### src/rtl/csi_rx_pkt_parser.sv
// CSI-2 packet parser: assembles the 4-byte header from LANES-byte words, checks ECC/type/VC,
// tracks frame/line state and streams long-packet payload with a byte keep mask.
module csi_rx_pkt_parser #(
  parameter int         LANES   = 2,
  parameter int         MAX_LEN = 8192,
  parameter logic [3:0] VC_MASK = 4'b0001,
  parameter int         CNT_W   = 8
) (
  input  logic                 clock,
  input  logic                 reset,
  input  logic                 enable,
  input  logic [8*LANES-1:0]   data,
  input  logic                 data_valid,
  output logic                 sync_wait,
  output logic                 packet_done,
  output logic [8*LANES-1:0]   payload_data,
  output logic [LANES-1:0]     payload_keep,
  output logic                 payload_valid,
  output logic                 payload_last,
  output logic [1:0]           payload_vc,
  output logic [5:0]           payload_dt,
  output logic                 in_frame,
  output logic                 in_line,
  output logic [15:0]          frame_num,
  output logic [CNT_W-1:0]     ecc_err_cnt,
  output logic [CNT_W-1:0]     hdr_err_cnt,
  output logic                 err_pulse,
  output logic [2:0]           dbg_state
);

  localparam int W         = 8 * LANES;
  localparam int HDR_WORDS = 4 / LANES;
  localparam logic ONE_WORD = (HDR_WORDS == 1);
  // Bit n set = data type n is a legal CSI-2 type for this parser.
  localparam logic [63:0] DT_OK = 64'h0000_3F10_4007_000F;

  typedef enum logic [2:0] {
    S_IDLE    = 3'd0,
    S_HDR     = 3'd1,
    S_PAYLOAD = 3'd2,
    S_DONE    = 3'd3,
    S_STOP    = 3'd4
  } state_t;

  // Handshake: a word on data is consumed only in a cycle with enable=1 and data_valid=1;
  // there is no backpressure, payload_valid marks each emitted word for exactly one enabled cycle.
  state_t             state_q;
  logic [1:0]         widx_q;
  logic [31:0]        hdr_buf_q;
  logic [15:0]        bytes_left_q;
  logic               sync_wait_q;
  logic               packet_done_q;
  logic [W-1:0]       payload_data_q;
  logic [LANES-1:0]   payload_keep_q;
  logic               payload_valid_q;
  logic               payload_last_q;
  logic [1:0]         payload_vc_q;
  logic [5:0]         payload_dt_q;
  logic               in_frame_q;
  logic               in_line_q;
  logic [15:0]        frame_num_q;
  logic [CNT_W-1:0]   ecc_err_cnt_q;
  logic [CNT_W-1:0]   hdr_err_cnt_q;
  logic               err_pulse_q;

  function automatic logic [5:0] ecc_calc(input logic [23:0] d);
    logic [5:0] p;
    p[0] = ^{d[0], d[1], d[2], d[4], d[5], d[7], d[10], d[11], d[13], d[16], d[20], d[21], d[22], d[23]};
    p[1] = ^{d[0], d[1], d[3], d[4], d[6], d[8], d[10], d[12], d[14], d[17], d[20], d[21], d[22], d[23]};
    p[2] = ^{d[0], d[2], d[3], d[5], d[6], d[9], d[11], d[12], d[15], d[18], d[20], d[21], d[22]};
    p[3] = ^{d[1], d[2], d[3], d[7], d[8], d[9], d[13], d[14], d[15], d[19], d[20], d[21], d[23]};
    p[4] = ^{d[4], d[5], d[6], d[7], d[8], d[9], d[16], d[17], d[18], d[19], d[20], d[22], d[23]};
    p[5] = ^{d[10], d[11], d[12], d[13], d[14], d[15], d[16], d[17], d[18], d[19], d[21], d[22], d[23]};
    return p;
  endfunction

  logic [31:0]      data_ext;
  logic [5:0]       shamt;
  logic [31:0]      hdr_full;
  logic [5:0]       dt;
  logic [1:0]       vc;
  logic [15:0]      wc;
  logic             last_hdr_word;
  logic             ecc_ok;
  logic             long_pkt;
  logic             wc_ok;
  logic             accepted;
  logic             ecc_err;
  logic             hdr_err;
  logic             to_payload;
  logic [LANES-1:0] keep_nx;
  logic             final_word;

  // The header is the buffered words plus the word arriving now, so the decision needs no extra cycle.
  always_comb begin
    data_ext      = 32'(data);
    shamt         = 6'(widx_q) * 6'(W);
    hdr_full      = ((state_q == S_IDLE) ? 32'd0 : hdr_buf_q) | (data_ext << shamt);
    vc            = hdr_full[7:6];
    dt            = hdr_full[5:0];
    wc            = hdr_full[23:8];
    last_hdr_word = (state_q == S_IDLE) ? ONE_WORD : (widx_q == 2'(HDR_WORDS - 1));
    ecc_ok        = (hdr_full[31:24] == {2'b00, ecc_calc(hdr_full[23:0])});
    long_pkt      = (dt > 6'h0F);
    wc_ok         = !long_pkt || (32'(wc) <= 32'(MAX_LEN));
    accepted      = ecc_ok && VC_MASK[vc] && DT_OK[dt] && wc_ok;
    ecc_err       = !ecc_ok;
    hdr_err       = ecc_ok && VC_MASK[vc] && !(DT_OK[dt] && wc_ok);
    to_payload    = accepted && long_pkt && (wc != 16'd0);
    final_word    = (bytes_left_q <= 16'(LANES));
    keep_nx       = '0;
    for (int i = 0; i < LANES; i++) begin
      keep_nx[i] = (bytes_left_q > 16'(i));
    end
  end

  always_ff @(posedge clock or posedge reset) begin
    if (reset) begin
      state_q         <= S_IDLE;
      widx_q          <= 2'd0;
      hdr_buf_q       <= 32'd0;
      bytes_left_q    <= 16'd0;
      sync_wait_q     <= 1'b1;
      packet_done_q   <= 1'b0;
      payload_data_q  <= '0;
      payload_keep_q  <= '0;
      payload_valid_q <= 1'b0;
      payload_last_q  <= 1'b0;
      payload_vc_q    <= 2'd0;
      payload_dt_q    <= 6'd0;
      in_frame_q      <= 1'b0;
      in_line_q       <= 1'b0;
      frame_num_q     <= 16'd0;
      ecc_err_cnt_q   <= '0;
      hdr_err_cnt_q   <= '0;
      err_pulse_q     <= 1'b0;
    end else if (enable) begin
      packet_done_q   <= 1'b0;
      err_pulse_q     <= 1'b0;
      payload_valid_q <= 1'b0;
      payload_data_q  <= '0;
      payload_keep_q  <= '0;
      payload_last_q  <= 1'b0;
      case (state_q)
        S_IDLE, S_HDR: begin
          if (data_valid) begin
            sync_wait_q <= 1'b0;
            if (last_hdr_word) begin
              widx_q       <= 2'd0;
              payload_vc_q <= vc;
              payload_dt_q <= dt;
              err_pulse_q  <= ecc_err || hdr_err;
              if (ecc_err && (ecc_err_cnt_q != '1)) ecc_err_cnt_q <= ecc_err_cnt_q + 1'b1;
              if (hdr_err && (hdr_err_cnt_q != '1)) hdr_err_cnt_q <= hdr_err_cnt_q + 1'b1;
              if (accepted) begin
                if (dt == 6'h00) begin
                  in_frame_q  <= 1'b1;
                  frame_num_q <= wc;
                end
                if (dt == 6'h01) in_frame_q <= 1'b0;
                if (dt >= 6'h18) in_line_q <= 1'b1;
              end
              if (to_payload) begin
                state_q      <= S_PAYLOAD;
                bytes_left_q <= wc;
              end else begin
                state_q       <= S_DONE;
                packet_done_q <= 1'b1;
              end
            end else begin
              hdr_buf_q <= hdr_full;
              widx_q    <= widx_q + 2'd1;
              state_q   <= S_HDR;
            end
          end
        end
        S_PAYLOAD: begin
          if (data_valid) begin
            payload_valid_q <= 1'b1;
            payload_data_q  <= data;
            payload_keep_q  <= keep_nx;
            payload_last_q  <= final_word;
            bytes_left_q    <= bytes_left_q - 16'(LANES);
            if (final_word) begin
              state_q       <= S_DONE;
              packet_done_q <= 1'b1;
            end
          end
        end
        S_DONE: begin
          in_line_q <= 1'b0;
          state_q   <= S_STOP;
        end
        S_STOP: begin
          state_q     <= S_IDLE;
          sync_wait_q <= 1'b1;
        end
        default: begin
          state_q     <= S_IDLE;
          sync_wait_q <= 1'b1;
        end
      endcase
    end
  end

  assign sync_wait     = sync_wait_q;
  assign packet_done   = packet_done_q;
  assign payload_data  = payload_data_q;
  assign payload_keep  = payload_keep_q;
  assign payload_valid = payload_valid_q;
  assign payload_last  = payload_last_q;
  assign payload_vc    = payload_vc_q;
  assign payload_dt    = payload_dt_q;
  assign in_frame      = in_frame_q;
  assign in_line       = in_line_q;
  assign frame_num     = frame_num_q;
  assign ecc_err_cnt   = ecc_err_cnt_q;
  assign hdr_err_cnt   = hdr_err_cnt_q;
  assign err_pulse     = err_pulse_q;
  assign dbg_state     = state_q;

endmodule

### config.mk
export PLATFORM = sky130hd
export DESIGN_NAME = csi_rx_pkt_parser
export DESIGN_NICKNAME = d
export VERILOG_FILES = /design/src/rtl/csi_rx_pkt_parser.sv
export SDC_FILE = /design/constraint.sdc
export NUM_CORES = 1
export LEC_CHECK = 0
export BUFFER_PORTS_ARGS = -buffer_cell sky130_fd_sc_hd__buf_4
export CAP_MARGIN = 5
export CORE_MARGIN = 4
export CORE_UTILIZATION = 59
export DETAILED_ROUTE_END_ITERATION = 8
export PLACE_DENSITY_LB_ADDON = 0.25
export SYNTH_ARGS = -nofsm -noshare
export SYNTH_HDL_FRONTEND = slang
export SYNTH_SLANG_ARGS = --single-unit
### constraint.sdc
create_clock -name clock -period 5.8 [get_ports clock]
set_clock_uncertainty 0.2 [all_clocks]
set_input_delay 1.74 -clock clock [delete_from_list [all_inputs] [get_ports clock]]
set_output_delay 1.74 -clock clock [all_outputs]
set_load 0.005 [all_outputs]
==> results.txt, run 1 <==
----------------------------------------------------
[Floorplanning]
  Die area ... 13900 um^2
  Starting density of the core ... 0.612
  Io pins ... 88
  Floorplan core area ... 11600 um^2
  Die Span Y ... 118 um
  Number of placement rows ... 39
  DIE WIDTH ... 118 um

[CTS]
  Clock latency of the later-clocked register in the worst-skew pair ... 0.43 ns
  Setup fix buffers added after clock tree synthesis ... 0
  CTS tree ... yes
  Number of hold buffers added after cts ... 0
  Clock tree buffer depth ... 2
  # H-tree levels ... 4
  Clock Sink Count ... 118
  CTS Buf Count ... 17
  Root Driver ... sky130_fd_sc_hd__clkbuf_16
  Count of instances resized after the clock tree is built ... 0
  Clock edge transition at the registers on the reported setup and hold paths ... 0.05 ns

[Routing]
  Length of the first detailed-routing pass in iterations ... 6
  Vias/cell ... 6.69
  Wire length per cell ... 21.5 um
  Iteration-0 DRC count of the detailed router ... 715
  DRC ... 0
  Detailed-routed wire length on met3 ... 2280 um
  Top layer in use ... met4
  Via count of the routed design ... 6639
  Sum of met2 wire segment lengths after detailed routing ... 9820 um
  Routed met1 length ... 8230 um
  Detail Route Antenna Nets ... 0
  Routed Wire Length ... 21300 um

[Synth]
  Most repeated cell in the gate-level netlist after synthesis ... sky130_fd_sc_hd__dfrtp_1
  Arithmetic-cell share of the synthesized area counting full adders, half adders and majority gates ... 0.0264
  Number of enable flip-flop cells after synthesis ... 0
  Mean instance size in the synthesized netlist ... 9.53 um^2
  Synth Area in Compound Gates ... 0.218
  Net Count, Synth ... 781
  Flip-flop and latch count after synthesis ... 118
  Seq/Total Area, Yosys ... 0.415
  Number of library cell types mapped by synthesis ... 72
  Cell area after technology mapping ... 7110 um^2
  Gate count after technology mapping ... 746
  Share of cell area taken by muxes after synthesis ... 0.0394
  Post-synth top flop ... sky130_fd_sc_hd__dfrtp_1
  Proportion of netlist area held by the largest area contributor ... 0.412
  Total number of yosys warnings ... 0
  Post-synthesis share of cell area spent on xor and xnor gates ... 0.0663
  Largest cells by area after synthesis ... sky130_fd_sc_hd__dfrtp_1 (41%), sky130_fd_sc_hd__nand2_1 (4.1%), sky130_fd_sc_hd__o21ai_0 (3.9%)
  Synth cell count leaders ... sky130_fd_sc_hd__dfrtp_1 (117), sky130_fd_sc_hd__nand2_1 (77), sky130_fd_sc_hd__o21ai_0 (55)
  Library cell with the largest summed area after synthesis ... sky130_fd_sc_hd__dfrtp_1
  Fraction of registers with async set or reset after synthesis ... 1.00
  Largest family of logic cells by synthesized area ... compound AO/OA/AOI/OAI gates
  Synthesized-area fraction occupied by and/or/nand/nor cells ... 0.189

[Final layout]
  Post-route cell area ... 8590 um^2
  Fraction of layout instances using a drive strength above 1 ... 0.212
  Fill cell total of the finished layout ... 816
  Area added between synthesis and finish ... 20.8%
  Number of standard cells in the final layout excluding fillers ... 993
  Number of antenna diodes ... 0
  Final Net Count ... 872

[Timing]
  Setup violators final ... 0
  Transition time at the pin with the least slew margin ... 0.824 ns
  Peak Freq ... 0.194 GHz
  Normalized max-slew margin ... 0.446
  Final period util ... 0.889
  Hold violation total from the final report ... 0
  Fin Setup TNS ... 0 ns
  Post-layout minimum cycle time ... 5.16 ns
  Max-slew violation total from the final report ... 0
  RSZ-0062 raised after global routing ... no

[Critical path]
  Crit start category ... input port
  Crit path DAT ... 5.27 ns
  CP bufs+invs ... 3
  Slowest stage delay, CP ... 0.60 ns
  CP Class ... input port to flip-flop
  Cell Chain, Critical Path ... buf_4 > nor3b_1 > a21oi_1 > inv_1 > ha_1 > xnor2_1 > xnor2_1 > xnor3_1 > xnor2_1 > xor3_1 > nand2_1 > a2111oi_4 > buf_4 > a211oi_1 > mux2_2
  Sort of element at the end of the critical path ... flip-flop
  Critical path's slowest cell ... sky130_fd_sc_hd__a211oi_1
  Critical path startpoint ... data[0]
  WP data required ... 5.91 ns
  Most frequent CP cell ... sky130_fd_sc_hd__xnor2_1
  Critical path's top delay family ... XOR/XNOR gates
  Worst Path Max Fanout ... 9
  Reg-to-reg startpoint ... dbg_state[2]

[Placed design]
  DP Wirelength ... 14900 um
  Number of buffer cells added on primary ports ... 87
  Placer congestion estimate ... 1.06
  Cell area after placement ... 7980 um^2
  Placed Cells ... 961

[GRT]
  Number of antenna violations at the first check in global routing ... 0
  Global-route wire length before repair ... 34100 um
  Gr usage total ... 0.308
  Via count of the first global-routing pass ... 6462
  Total global routing overflow ... 0
  Largest net degree at the start of global routing ... 58

[Outcome]
  Result of the run ... finished clean

[Hold path]
  Min-delay src ... payload_dt[0]
  Kind of path behind the tightest hold check ... flip-flop to flip-flop

[Power and ir drop]
  Worst IR drop on VDD ... 0.000491 V
  Reported leakage power ... 4.13 nW
  Power density over cell area ... 655 nW/um^2

[Flow run]
  Max-cap violation count ... 0

----------------------------------------------------
-- final timing paths --
| kind | end | slack, ns | cells past startpoint |
|---|---|---|---|
| setup / recovery | ecc_err_cnt[1] | 0.64 | 15 |
| hold / removal | payload_dt[0] | 0.28 | 2 |
| setup reg to reg | ecc_err_cnt[1] | 0.92 | 13 |
| hold reg to reg | payload_dt[0] | 0.28 | 2 |
| max in group asynchronous | hdr_buf_q[1] | 3.25 | 3 |
| min in group asynchronous | bytes_left_q[3] | 1.24 | 2 |
-- power breakdown --
group	total [mW]	switching (mW)	internal [mW]
clock network	1.09	0.398	0.687
logic	3.28	1.74	1.54
registers	1.26	0.228	1.03
total	5.63	2.37	3.26
-- final cells by class --
cell class                      count  area (um^2)  share of cell area
Inverter                           30          115              0.0134
Clock inverter                     14          174              0.0202
Sequential cell                   118         2950               0.344
Timing Repair Buffer              119          893               0.104
Multi-Input combinational cell    551         3840               0.447
Tap cell                          143          179              0.0208
Clock buffer                       18          439              0.0511
-- routing by layer --
metal  global-route usage  up-vias
met5                    0        -
met2                0.477      451
li1                     -     2923
met3               0.0860       93
met4                0.156        0
met1                0.398     3172
-- cells by family after synthesis --
| group | after synthesis |
|---|---|
| muxes | 26 |
| DFF | 118 |
| buffers and inverters | 77 |
| xor gates and xnor gates | 38 |
| adders and majority gates | 15 |
| AOI/OAI and AO/OA | 220 |
| and+or+nand+nor | 252 |
-- through the flow --
stage	setup WS (ns)	util	power (mW)	hold slack [ns]
2_1_floorplan	0.481	-	3.59	0.243
3_3_place_gp	0.513	0.687	4.33	0.258
3_5_place_dp	0.273	0.687	4.46	0.272
4_1_cts	0.657	0.740	5.57	0.289
5_1_grt	0.406	0.740	5.93	0.303
6_report	0.644	0.740	5.63	0.282
-- flip-flops by register name, summed over array words and instances (netlist names) --
| name | cells |
|---|---|
| bytes_left_q | 16 |
| dbg_state | 3 |
| ecc_err_cnt | 8 |
| err_pulse | 1 |
| frame_num | 16 |
| hdr_buf_q | 32 |
| hdr_err_cnt | 8 |
| in_frame | 1 |
| in_line | 1 |
| packet_done | 1 |
| payload_data | 16 |
| payload_dt | 6 |
| payload_keep | 2 |
| payload_last | 1 |
| payload_valid | 1 |
| payload_vc | 2 |
| sync_wait | 1 |
| widx_q | 2 |
-- tightest hold or removal path, cell delays in order, from the launching register on --
cell and delay (ns):
sky130_fd_sc_hd__dfrtp_1 0.34, sky130_fd_sc_hd__nand2_1 0.04, sky130_fd_sc_hd__o21ai_0 0.06
-- layout by cell type, fill, tap and decap left out, types with 8 or more instances in the layout --
cell type                   count
sky130_fd_sc_hd__o21ai_0       55
sky130_fd_sc_hd__ha_1          15
sky130_fd_sc_hd__nor3_1        10
sky130_fd_sc_hd__nor2b_1       20
sky130_fd_sc_hd__nor3b_1       10
sky130_fd_sc_hd__clkbuf_16     17
sky130_fd_sc_hd__a21oi_1       25
sky130_fd_sc_hd__xnor3_1        9
sky130_fd_sc_hd__nand3b_1       8
sky130_fd_sc_hd__nand2_1       77
sky130_fd_sc_hd__inv_1         28
sky130_fd_sc_hd__nand2b_1      20
sky130_fd_sc_hd__a22o_1        27
sky130_fd_sc_hd__a22oi_1       16
sky130_fd_sc_hd__nor4_1         9
sky130_fd_sc_hd__o22ai_1       11
sky130_fd_sc_hd__xnor2_1       19
sky130_fd_sc_hd__buf_4        119
sky130_fd_sc_hd__mux2_2        15
sky130_fd_sc_hd__o31ai_1        9
sky130_fd_sc_hd__dfrtp_1      117
sky130_fd_sc_hd__mux2i_1       10
sky130_fd_sc_hd__nand4_1       11
sky130_fd_sc_hd__nor2_1        33
sky130_fd_sc_hd__nand3_1       16
sky130_fd_sc_hd__xor2_1         9
sky130_fd_sc_hd__a31oi_1        8
sky130_fd_sc_hd__a211oi_1       8
(Power assumes the default switching activity.)
==> inputs of run 2 (changes only) <==
Settings changed: BUFFER_PORTS_ARGS -buffer_cell sky130_fd_sc_hd__buf_4 to default, CELL_PAD_IN_SITES_DETAIL_PLACEMENT from default to 0, CELL_PAD_IN_SITES_GLOBAL_PLACEMENT from default to 2, CORE_UTILIZATION 59 to 40, DONT_BUFFER_PORTS from default to 1.
Clock period 5.8 ns to 5.9 ns, I/O delays scaled along.
==> results.txt, run 2 (synthesis gave the netlist of run 1 again) <==
----------------------------------------------------
[GRT]
  Global-route wire length before repair ... 35500 um
  Largest net degree at the start of global routing ... 48
  Number of antenna violations at the first check in global routing ... 0
  Via count of the first global-routing pass ... 5838
  Gr usage total ... 0.231
  Total global routing overflow ... 0

[Floorplanning]
  Floorplan core area ... 17400 um^2
  Die Span Y ... 141 um
  Die area ... 20000 um^2
  Starting density of the core ... 0.410
  DIE WIDTH ... 141 um
  Io pins ... 88
  Number of placement rows ... 48

[CTS]
  Clock Sink Count ... 118
  Number of hold buffers added after cts ... 0
  Setup fix buffers added after clock tree synthesis ... 0
  Clock latency of the later-clocked register in the worst-skew pair ... 0.43 ns
  CTS Buf Count ... 17
  Clock tree buffer depth ... 2
  CTS tree ... yes
  # H-tree levels ... 4
  Count of instances resized after the clock tree is built ... 0
  Clock edge transition at the registers on the reported setup and hold paths ... 0.06 ns
  Root Driver ... sky130_fd_sc_hd__clkbuf_16

[Final layout]
  Final Net Count ... 783
  Biggest register ... hdr_buf_q
  Commonest cells after routing, fill and taps aside ... sky130_fd_sc_hd__dfrtp_1 (117), sky130_fd_sc_hd__nand2_1 (77), sky130_fd_sc_hd__o21ai_0 (55)
  Fraction of layout instances using a drive strength above 1 ... 0.116
  Number of antenna diodes ... 0
  Commonest non-fill, non-tap cell in the layout ... sky130_fd_sc_hd__dfrtp_1
  Largest register FFs ... 32
  Final Core Density ... 0.463
  Area added between synthesis and finish ... 13.0%

[Placed design]
  Placer congestion estimate ... 0.923
  DP Wirelength ... 16200 um
  Number of buffer cells added on primary ports ... 0

[Timing]
  Peak Freq ... 0.202 GHz
  RSZ-0062 raised after global routing ... no
  Transition time at the pin with the least slew margin ... 1.06 ns
  Normalized max-slew margin ... 0.291
  Max-slew violation total from the final report ... 0
  Final period util ... 0.839
  Fin Setup TNS ... 0 ns
  Hold violation total from the final report ... 0
  Setup violators final ... 0
  Post-layout minimum cycle time ... 4.95 ns

[Routing]
  Routed Wire Length ... 22600 um
  Wire length per cell ... 22.9 um
  Iteration-0 DRC count of the detailed router ... 620
  Via count of the routed design ... 6016
  Vias/cell ... 6.11
  Length of the first detailed-routing pass in iterations ... 5
  Detail Route Antenna Nets ... 0
  DRC ... 0

[Power and ir drop]
  Worst IR drop on VDD ... 0.000398 V
  Power density over cell area ... 680 nW/um^2
  Reported leakage power ... 3.69 nW

[Flow run]
  Max-cap violation count ... 0

[Hold path]
  Cells on Worst Hold Path ... 2
  Kind of path behind the tightest hold check ... flip-flop to flip-flop

[Critical path]
  WP data required ... 6.01 ns
  Reg2Reg Depth ... 14
  Crit start category ... input port
  Crit path DAT ... 5.06 ns
  CP Class ... input port to flip-flop
  Worst Path Max Fanout ... 17
  Sort of element at the end of the critical path ... flip-flop

[Outcome]
  Result of the run ... finished clean

----------------------------------------------------
==> run 2: cell count changes in the layout (fill, tap and decap cells not counted), moves of 2 or more <==
cell and change:
sky130_fd_sc_hd__inv_6 -2, sky130_fd_sc_hd__clkbuf_1 +3, sky130_fd_sc_hd__buf_4 -89, sky130_fd_sc_hd__clkinvlp_4 -2, sky130_fd_sc_hd__clkinv_4 -3
==> run 2: worst paths after layout <==
| check | from | to | slack [ns] |
|---|---|---|---|
| max | data[0] | frame_num[5] | 0.95 |
| min | hdr_buf_q[31] | hdr_buf_q[31] | 0.28 |
| max reg2reg | dbg_state[2] | frame_num[5] | 1.08 |
| min reg2reg | hdr_buf_q[31] | hdr_buf_q[31] | 0.28 |
| max in group asynchronous | reset | bytes_left_q[0] | 3.44 |
| min in group asynchronous | reset | bytes_left_q[6] | 1.10 |
==> run 2: critical path, cell delays in order <==
cell and delay [ns]:
sky130_fd_sc_hd__nor3b_1 0.26, sky130_fd_sc_hd__a21oi_1 0.10, sky130_fd_sc_hd__inv_1 0.12, sky130_fd_sc_hd__ha_1 0.24
sky130_fd_sc_hd__xnor2_1 0.14, sky130_fd_sc_hd__xnor2_1 0.25, sky130_fd_sc_hd__xor2_1 0.20, sky130_fd_sc_hd__xor2_1 0.20
sky130_fd_sc_hd__xnor3_1 0.22, sky130_fd_sc_hd__nand3_1 0.11, sky130_fd_sc_hd__a2111oi_4 0.35, sky130_fd_sc_hd__and2b_1 0.27
sky130_fd_sc_hd__nand4_4 0.37, sky130_fd_sc_hd__mux2_1 0.45
==> run 2: area by class of cell <==
cell class	count	area, um^2
clock inverters	9	150
repair buffers	30	225
clock buffers	22	464
multi-input cells	551	3850
inverters	30	115
fillers	1662	9320
flip-flops and latches	118	2950
well taps	225	282
==> run 2: where the power goes <==
part / leakage [nW] / switching [mW] / internal, mW
combinational: 1.88 / 1.66 / 1.44
sequential: 1.50 / 0.243 / 1.02
clock: 0.296 / 0.386 / 0.724
==> run 2: metal layers <==
metal	up-vias	routed length [um]	track usage
li1	2752	-	-
met1	2984	10200	0.318
met2	234	10300	0.352
met3	46	1450	0.0563
met4	0	653	0.0887
met5	-	0	0
==> run 2: per-stage QoR <==
stage	setup WS, ns	instance area (um^2)	instances	total power [mW]	hold WS (ns)
global placement	0.537	7420	954	4.35	0.256
finish	0.949	8040	985	5.46	0.278
detailed placement	0.467	7420	954	4.34	0.270
floorplan	0.551	7110	746	3.53	0.243
CTS	0.907	8040	985	5.47	0.281
global route	0.643	8040	985	5.83	0.301
